**src/rtl/fighter_anim_ctrl.sv**
```systemverilog
// fighter_anim_ctrl: frame-tick driven animation state machine for a fighter
// sprite (idle/walk/jump/two attacks/hitstun/KO). Button presses are edge
// detected every clk into pending bits; state only advances on frame_tick.
// Optional macro FIGHTER_ANIM_CHAIN_EN: an atk2 press during ATK1 chains
// directly into ATK2 when ATK1 completes.
module fighter_anim_ctrl #(
    parameter int TICKS_PER_FRAME = 4,
    parameter int ATK1_FRAMES     = 5,
    parameter int ATK2_FRAMES     = 7,
    parameter int JUMP_TICKS      = 30,
    parameter int HITSTUN_TICKS   = 20,
    parameter int ACT_START       = 2,
    parameter int ACT_END         = 3
) (
    input  logic       clk,
    input  logic       rst_n,
    input  logic       frame_tick,
    input  logic       move_l,
    input  logic       move_r,
    input  logic       jump_btn,
    input  logic       atk1_btn,
    input  logic       atk2_btn,
    input  logic       hit_in,
    input  logic       ko_in,
    output logic [3:0] anim_state,
    output logic [5:0] anim_frame,
    output logic       busy,
    output logic       attack_active,
    output logic       anim_done
);

    typedef enum logic [3:0] {
        S_IDLE = 4'd0,
        S_WALK = 4'd1,
        S_JUMP = 4'd2,
        S_ATK1 = 4'd3,
        S_ATK2 = 4'd4,
        S_HIT  = 4'd5,
        S_LOSE = 4'd6
    } state_t;

    localparam logic [3:0] SUB_LAST  = 4'(TICKS_PER_FRAME - 1);
    localparam logic [5:0] ATK1_LAST = 6'(ATK1_FRAMES - 1);
    localparam logic [5:0] ATK2_LAST = 6'(ATK2_FRAMES - 1);
    localparam logic [7:0] JUMP_LD   = 8'(JUMP_TICKS - 1);
    localparam logic [7:0] HIT_LD    = 8'(HITSTUN_TICKS - 1);
    localparam logic [5:0] ACT_LO    = 6'(ACT_START);
    localparam logic [5:0] ACT_HI    = 6'(ACT_END);

    state_t     state, state_nxt, rest_state;
    logic [5:0] frame, frame_nxt;
    logic [3:0] sub, sub_nxt;
    logic [7:0] cnt, cnt_nxt;
    logic       done_nxt, busy_nxt, act_nxt;

    logic jump_hist, atk1_hist, atk2_hist;
    logic jump_pend, atk1_pend, atk2_pend, hit_pend;
    logic jump_req, atk1_req, atk2_req, hit_req;

    // A press whose edge lands on the tick cycle itself still counts for that tick.
    assign jump_req   = jump_pend | (jump_btn & ~jump_hist);
    assign atk1_req   = atk1_pend | (atk1_btn & ~atk1_hist);
    assign atk2_req   = atk2_pend | (atk2_btn & ~atk2_hist);
    assign hit_req    = hit_pend | hit_in;
    assign rest_state = (move_l ^ move_r) ? S_WALK : S_IDLE;

`ifdef FIGHTER_ANIM_CHAIN_EN
    logic chain, chain_nxt;
`endif

    // Edge-detect history and sticky pending bits; every tick clears the pending set.
    always_ff @(posedge clk) begin
        jump_hist <= jump_btn;
        atk1_hist <= atk1_btn;
        atk2_hist <= atk2_btn;
        if (!rst_n || frame_tick) begin
            jump_pend <= 1'b0;
            atk1_pend <= 1'b0;
            atk2_pend <= 1'b0;
            hit_pend  <= 1'b0;
        end else begin
            jump_pend <= jump_req;
            atk1_pend <= atk1_req;
            atk2_pend <= atk2_req;
            hit_pend  <= hit_req;
        end
    end

    // State/counter/output registers; advance only on frame_tick, done is a one-cycle pulse.
    always_ff @(posedge clk) begin
        if (!rst_n) begin
            state         <= S_IDLE;
            frame         <= '0;
            sub           <= '0;
            cnt           <= '0;
            busy          <= 1'b0;
            attack_active <= 1'b0;
            anim_done     <= 1'b0;
`ifdef FIGHTER_ANIM_CHAIN_EN
            chain         <= 1'b0;
`endif
        end else begin
            anim_done <= frame_tick & done_nxt;
            if (frame_tick) begin
                state         <= state_nxt;
                frame         <= frame_nxt;
                sub           <= sub_nxt;
                cnt           <= cnt_nxt;
                busy          <= busy_nxt;
                attack_active <= act_nxt;
`ifdef FIGHTER_ANIM_CHAIN_EN
                chain         <= chain_nxt;
`endif
            end
        end
    end

    // Tick transition: ko > hit > busy continuation > atk1 > atk2 > jump > walk/idle.
    always_comb begin
        state_nxt = state;
        frame_nxt = frame;
        sub_nxt   = sub;
        cnt_nxt   = cnt;
        done_nxt  = 1'b0;
`ifdef FIGHTER_ANIM_CHAIN_EN
        chain_nxt = chain;
`endif
        if (state == S_LOSE) begin
            frame_nxt = '0;
        end else if (ko_in) begin
            state_nxt = S_LOSE;
            frame_nxt = '0;
`ifdef FIGHTER_ANIM_CHAIN_EN
            chain_nxt = 1'b0;
`endif
        end else if (hit_req) begin
            state_nxt = S_HIT;
            frame_nxt = '0;
            cnt_nxt   = HIT_LD;
`ifdef FIGHTER_ANIM_CHAIN_EN
            chain_nxt = 1'b0;
`endif
        end else begin
            case (state)
                S_JUMP, S_HIT: begin
                    if (cnt == 8'd0) begin
                        state_nxt = rest_state;
                        done_nxt  = 1'b1;
                    end else begin
                        cnt_nxt = cnt - 8'd1;
                    end
                end
                S_ATK1, S_ATK2: begin
                    if (sub == SUB_LAST) begin
                        sub_nxt = '0;
                        if (frame == ((state == S_ATK1) ? ATK1_LAST : ATK2_LAST)) begin
                            done_nxt  = 1'b1;
                            frame_nxt = '0;
`ifdef FIGHTER_ANIM_CHAIN_EN
                            if (state == S_ATK1 && (chain || atk2_req))
                                state_nxt = S_ATK2;
                            else
                                state_nxt = rest_state;
                            chain_nxt = 1'b0;
`else
                            state_nxt = rest_state;
`endif
                        end else begin
                            frame_nxt = frame + 6'd1;
`ifdef FIGHTER_ANIM_CHAIN_EN
                            if (state == S_ATK1) chain_nxt = chain | atk2_req;
`endif
                        end
                    end else begin
                        sub_nxt = sub + 4'd1;
`ifdef FIGHTER_ANIM_CHAIN_EN
                        if (state == S_ATK1) chain_nxt = chain | atk2_req;
`endif
                    end
                end
                default: begin
                    frame_nxt = '0;
                    sub_nxt   = '0;
                    if (atk1_req) begin
                        state_nxt = S_ATK1;
                    end else if (atk2_req) begin
                        state_nxt = S_ATK2;
                    end else if (jump_req) begin
                        state_nxt = S_JUMP;
                        cnt_nxt   = JUMP_LD;
                    end else begin
                        state_nxt = rest_state;
                    end
                end
            endcase
        end
    end

    // Registered flag values derived from the state being entered.
    always_comb begin
        busy_nxt = (state_nxt == S_JUMP) || (state_nxt == S_ATK1) || (state_nxt == S_ATK2) ||
                   (state_nxt == S_HIT) || (state_nxt == S_LOSE);
        act_nxt  = ((state_nxt == S_ATK1) || (state_nxt == S_ATK2)) &&
                   (frame_nxt >= ACT_LO) && (frame_nxt <= ACT_HI);
    end

    assign anim_state = state;
    assign anim_frame = frame;

endmodule
```
**config.mk**
```make
export PLATFORM = sky130hd
export DESIGN_NAME = fighter_anim_ctrl
export DESIGN_NICKNAME = d
export VERILOG_FILES = /design/src/rtl/fighter_anim_ctrl.sv
export SDC_FILE = /design/constraint.sdc
export NUM_CORES = 1
export LEC_CHECK = 0
export CAP_MARGIN = 20
export CORE_MARGIN = 2
export CORE_UTILIZATION = 54
export CTS_CLUSTER_DIAMETER = 40
export DETAILED_ROUTE_END_ITERATION = 10
export PLACE_DENSITY_LB_ADDON = 0.3
export SYNTH_ARGS = -nofsm -noshare
export SYNTH_HDL_FRONTEND = slang
export SYNTH_SLANG_ARGS = --single-unit
```
**constraint.sdc**
```tcl
create_clock -name clk -period 3.1 [get_ports clk]
set_input_delay 0.62 -clock clk [delete_from_list [all_inputs] [get_ports clk]]
set_output_delay 0.62 -clock clk [all_outputs]
set_load 0.1 [all_outputs]
```
==> run_results.csv <==
group,metric,value,unit
outcome,outcome,"completed",
sta,fin_ws,563,ps
finish,nets,263,
floorplan,coreArea,3080,um2
cts,clk_latency,330,ps
sta,finalHoldViolCount,0,
worst_hold_path,min_to,"cnt[1]",
finish,layout_common_cells,"dfxtp_1, nor2_1, a21oi_1, nand2_1",
setup_path,path_class,"register to register",
placement,post-dp-hpwl,2940,um
sta,min_period,2540,ps
power_and_ir_drop,ir_worst_vdd,0.309,mV
worst_hold_path,min_path_cells,2,
sta,setup_tns,0,ps
yosys,yosys.area.top_type,"dfxtp_1",
cts,cts_setup_buffers,0,
routing,drc,0,
yosys,ys_seq_elements,32,
routing,ant_nets,0,
setup_path,cp-end-kind,"register",
worst_hold_path,hold_class,"register to register",
global_routing,antenna_found_initial,0,
yosys,synth_area_leaders,"dfxtp_1, nor2_1, a21oi_1, o21ai_0, nand2_1",
floorplan,die_x,61.1,um
placement,port_buffers,22,
cts,cts_tree,"yes",
power_and_ir_drop,power_density,454,nW/um2
setup_path,start_kind,"register",
placement,routabilityCongestion,0.980,
sta,post-route-period-util,81.8,%
yosys,synthArstFlopShare,0,%
routing,wl_per_cell,13.5,um
setup_path,crit_fanout,5,
cts,clockBufferDepth,2,
yosys,synth_top_area_share,36.4,%
sta,relSlewSlack,65.4,%
placement,post_dp_cell_area,2020,um2
floorplan,pin_count,23,
floorplan,rows,20,
power_and_ir_drop,power.total,0.951,mW
cts,ctsResizeCount,0,
cts,clockRootBuffer,"clkbuf_4",
yosys,synth_edf_count,0,
global_routing,grt_overflow,0,
sta,finClkSkew,12.4,ps
floorplan,die_area,3730,um2
finish,drive_gt1_share,14.3,%
routing,drt-initial-drc-count,150,
yosys,syn_nets,234,
setup_path,r2r-end,"attack_active",
routing,dr.pass1.iters,4,
sta,worstMarginPinSlew,514,ps
sta,finalMaxSlewViolations,0,
sta,setup_viol,0,
global_routing,grt_max_degree,14,
cts,cts_sinks,32,
cts,cts.clk_slew.worst_paths,100,ps
setup_path,required,3370,ps
setup_path,r2r_slack,560,ps
setup_path,crit_arrival,2810,ps
floorplan,die_y,61.1,um
yosys,yosysWarnings,0,
cts,hold_buffers,0,
finish,final_common_cell,"dfxtp_1",
flow_run,cap_violations,0,
floorplan,start_util,57.1,%
sta,fmax,0.394,GHz
setup_path,r2r-start,"cnt[0]",
yosys,syn_inst,221,
cts,numCtsBuffers,5,
sta,rsz0062_at_grt,"false",
routing,viasPerCell,5.77,
yosys,syn_avg_cell_area,7.95,um2
placement,place_ws,435,ps
finish,finalInstanceArea,2100,um2
yosys,synth.cell_area,1760,um2
yosys,ys.flop_type,"dfxtp_1",
finish,antenna_cells,0,
power_and_ir_drop,leakagePower,0.822,nW
yosys,ys_seq_area_share,36.4,%
routing,num_vias,1703,
global_routing,grt_pass1_vias,1408,
cts,ctsHtreeMaxLevel,2,
setup_path,rr_worst_depth,9,
global_routing,grt.total_usage,24.5,%
finish,syn2layout_area_growth,19.2,%
finish,fillCellCount,276,
routing,wirelength,3990,um
yosys,synth.distinct_cells,46,
global_routing,grt_pass1_wl,6610,um
worst_hold_path,worst_hold_startpoint,"cnt[1]",
## worst max-delay path by stage
stage	start	to	slack, ps	cells after the start
global placement	atk2_btn	cnt[7]	550	7
finish	cnt[0]	attack_active	560	9
CTS	cnt[0]	attack_active	560	9
floorplan	anim_state[3]	cnt[5]	320	7
global route	cnt[0]	busy	440	9
detailed placement	atk2_btn	cnt[7]	440	7
## Yosys cell counts, types with 2 or more instances
cell type and instances:
dfxtp_1 32, nor2_1 26, a21oi_1 19, nand2_1 19, o21ai_0 18, nand3_1 10, and2_1 7, inv_1 7
a31oi_1 6, nor3_1 6, a21o_1 5, clkbuf_1 5, nand2b_1 5, nor2b_1 4, or3_1 4, xnor2_1 4
a2111oi_0 3, a211oi_1 3, ha_1 3, xor2_1 3, a22o_1 2, and4bb_2 2, nand4_1 2, nand4b_1 2
nor4_1 2, o221a_2 2
## stage by stage
step                      cells  util [%]  hold slack, ps
final                       295      68.1             482
after global routing        295      68.1             501
after CTS                   295      68.1             485
after detailed placement    287      65.6             470
after global placement      287      65.6             464
after floorplan             221         -             445
## registers in the layout, indices dropped and copies added (netlist names)
register / flops
anim_frame: 6
jump_hist: 1
cnt: 8
attack_active: 1
anim_done: 1
sub: 4
hit_pend: 1
atk2_hist: 1
busy: 1
anim_state: 4
atk1_pend: 1
atk1_hist: 1
jump_pend: 1
atk2_pend: 1
## power breakdown
| part | switching, mW | total, mW | internal, mW | leakage (nW) |
|---|---|---|---|---|
| combinational | 0.124 | 0.201 | 0.0772 | 0.519 |
| clock | 0.140 | 0.309 | 0.169 | 0.0422 |
| sequential | 0.0149 | 0.442 | 0.427 | 0.261 |
| total | 0.278 | 0.951 | 0.673 | 0.822 |
## logic make-up (layout without fill, tap and decap cells)
family | after synthesis | in the layout | synth area share (%)
compound gates | 68 | 68 | 24.5
flops | 32 | 32 | 36.4
mux | 1 | 1 | 0.569
fa+ha+maj | 3 | 3 | 2.14
simple gates | 97 | 97 | 30.1
xor+xnor | 7 | 7 | 3.49
buf+inv | 13 | 43 | 2.78
## critical path, stage by stage, from the launching register on
cell	delay [ps]
dfxtp_1	320
inv_1	80
ha_1	200
or3b_1	400
or3_4	410
or3_1	310
a31oi_1	170
nor3_1	90
or3_1	370
a21oi_1	120
## layout make-up
class,count,area (um2),area share [%]
clock buffers,6,41.3,1.97
clock inverters,2,35.0,1.67
inverters,8,30.0,1.43
multi-input cells,176,1070,51.0
flip-flops and latches,32,641,30.6
well taps,44,55.1,2.63
repair buffers,27,225,10.7
## layer usage
metal  vias up  share of wire, %  global-route usage (%)  routed length (um)
met5         -                 0                       0                   0
met4         0               1.4                    8.70                  56
met3         7               8.2                    7.56                 327
met2        65                45                    36.5                1790
met1       767                46                    33.6                1820
li1        864                 -                       -                   -
Power figures use the tool's default switching activity.
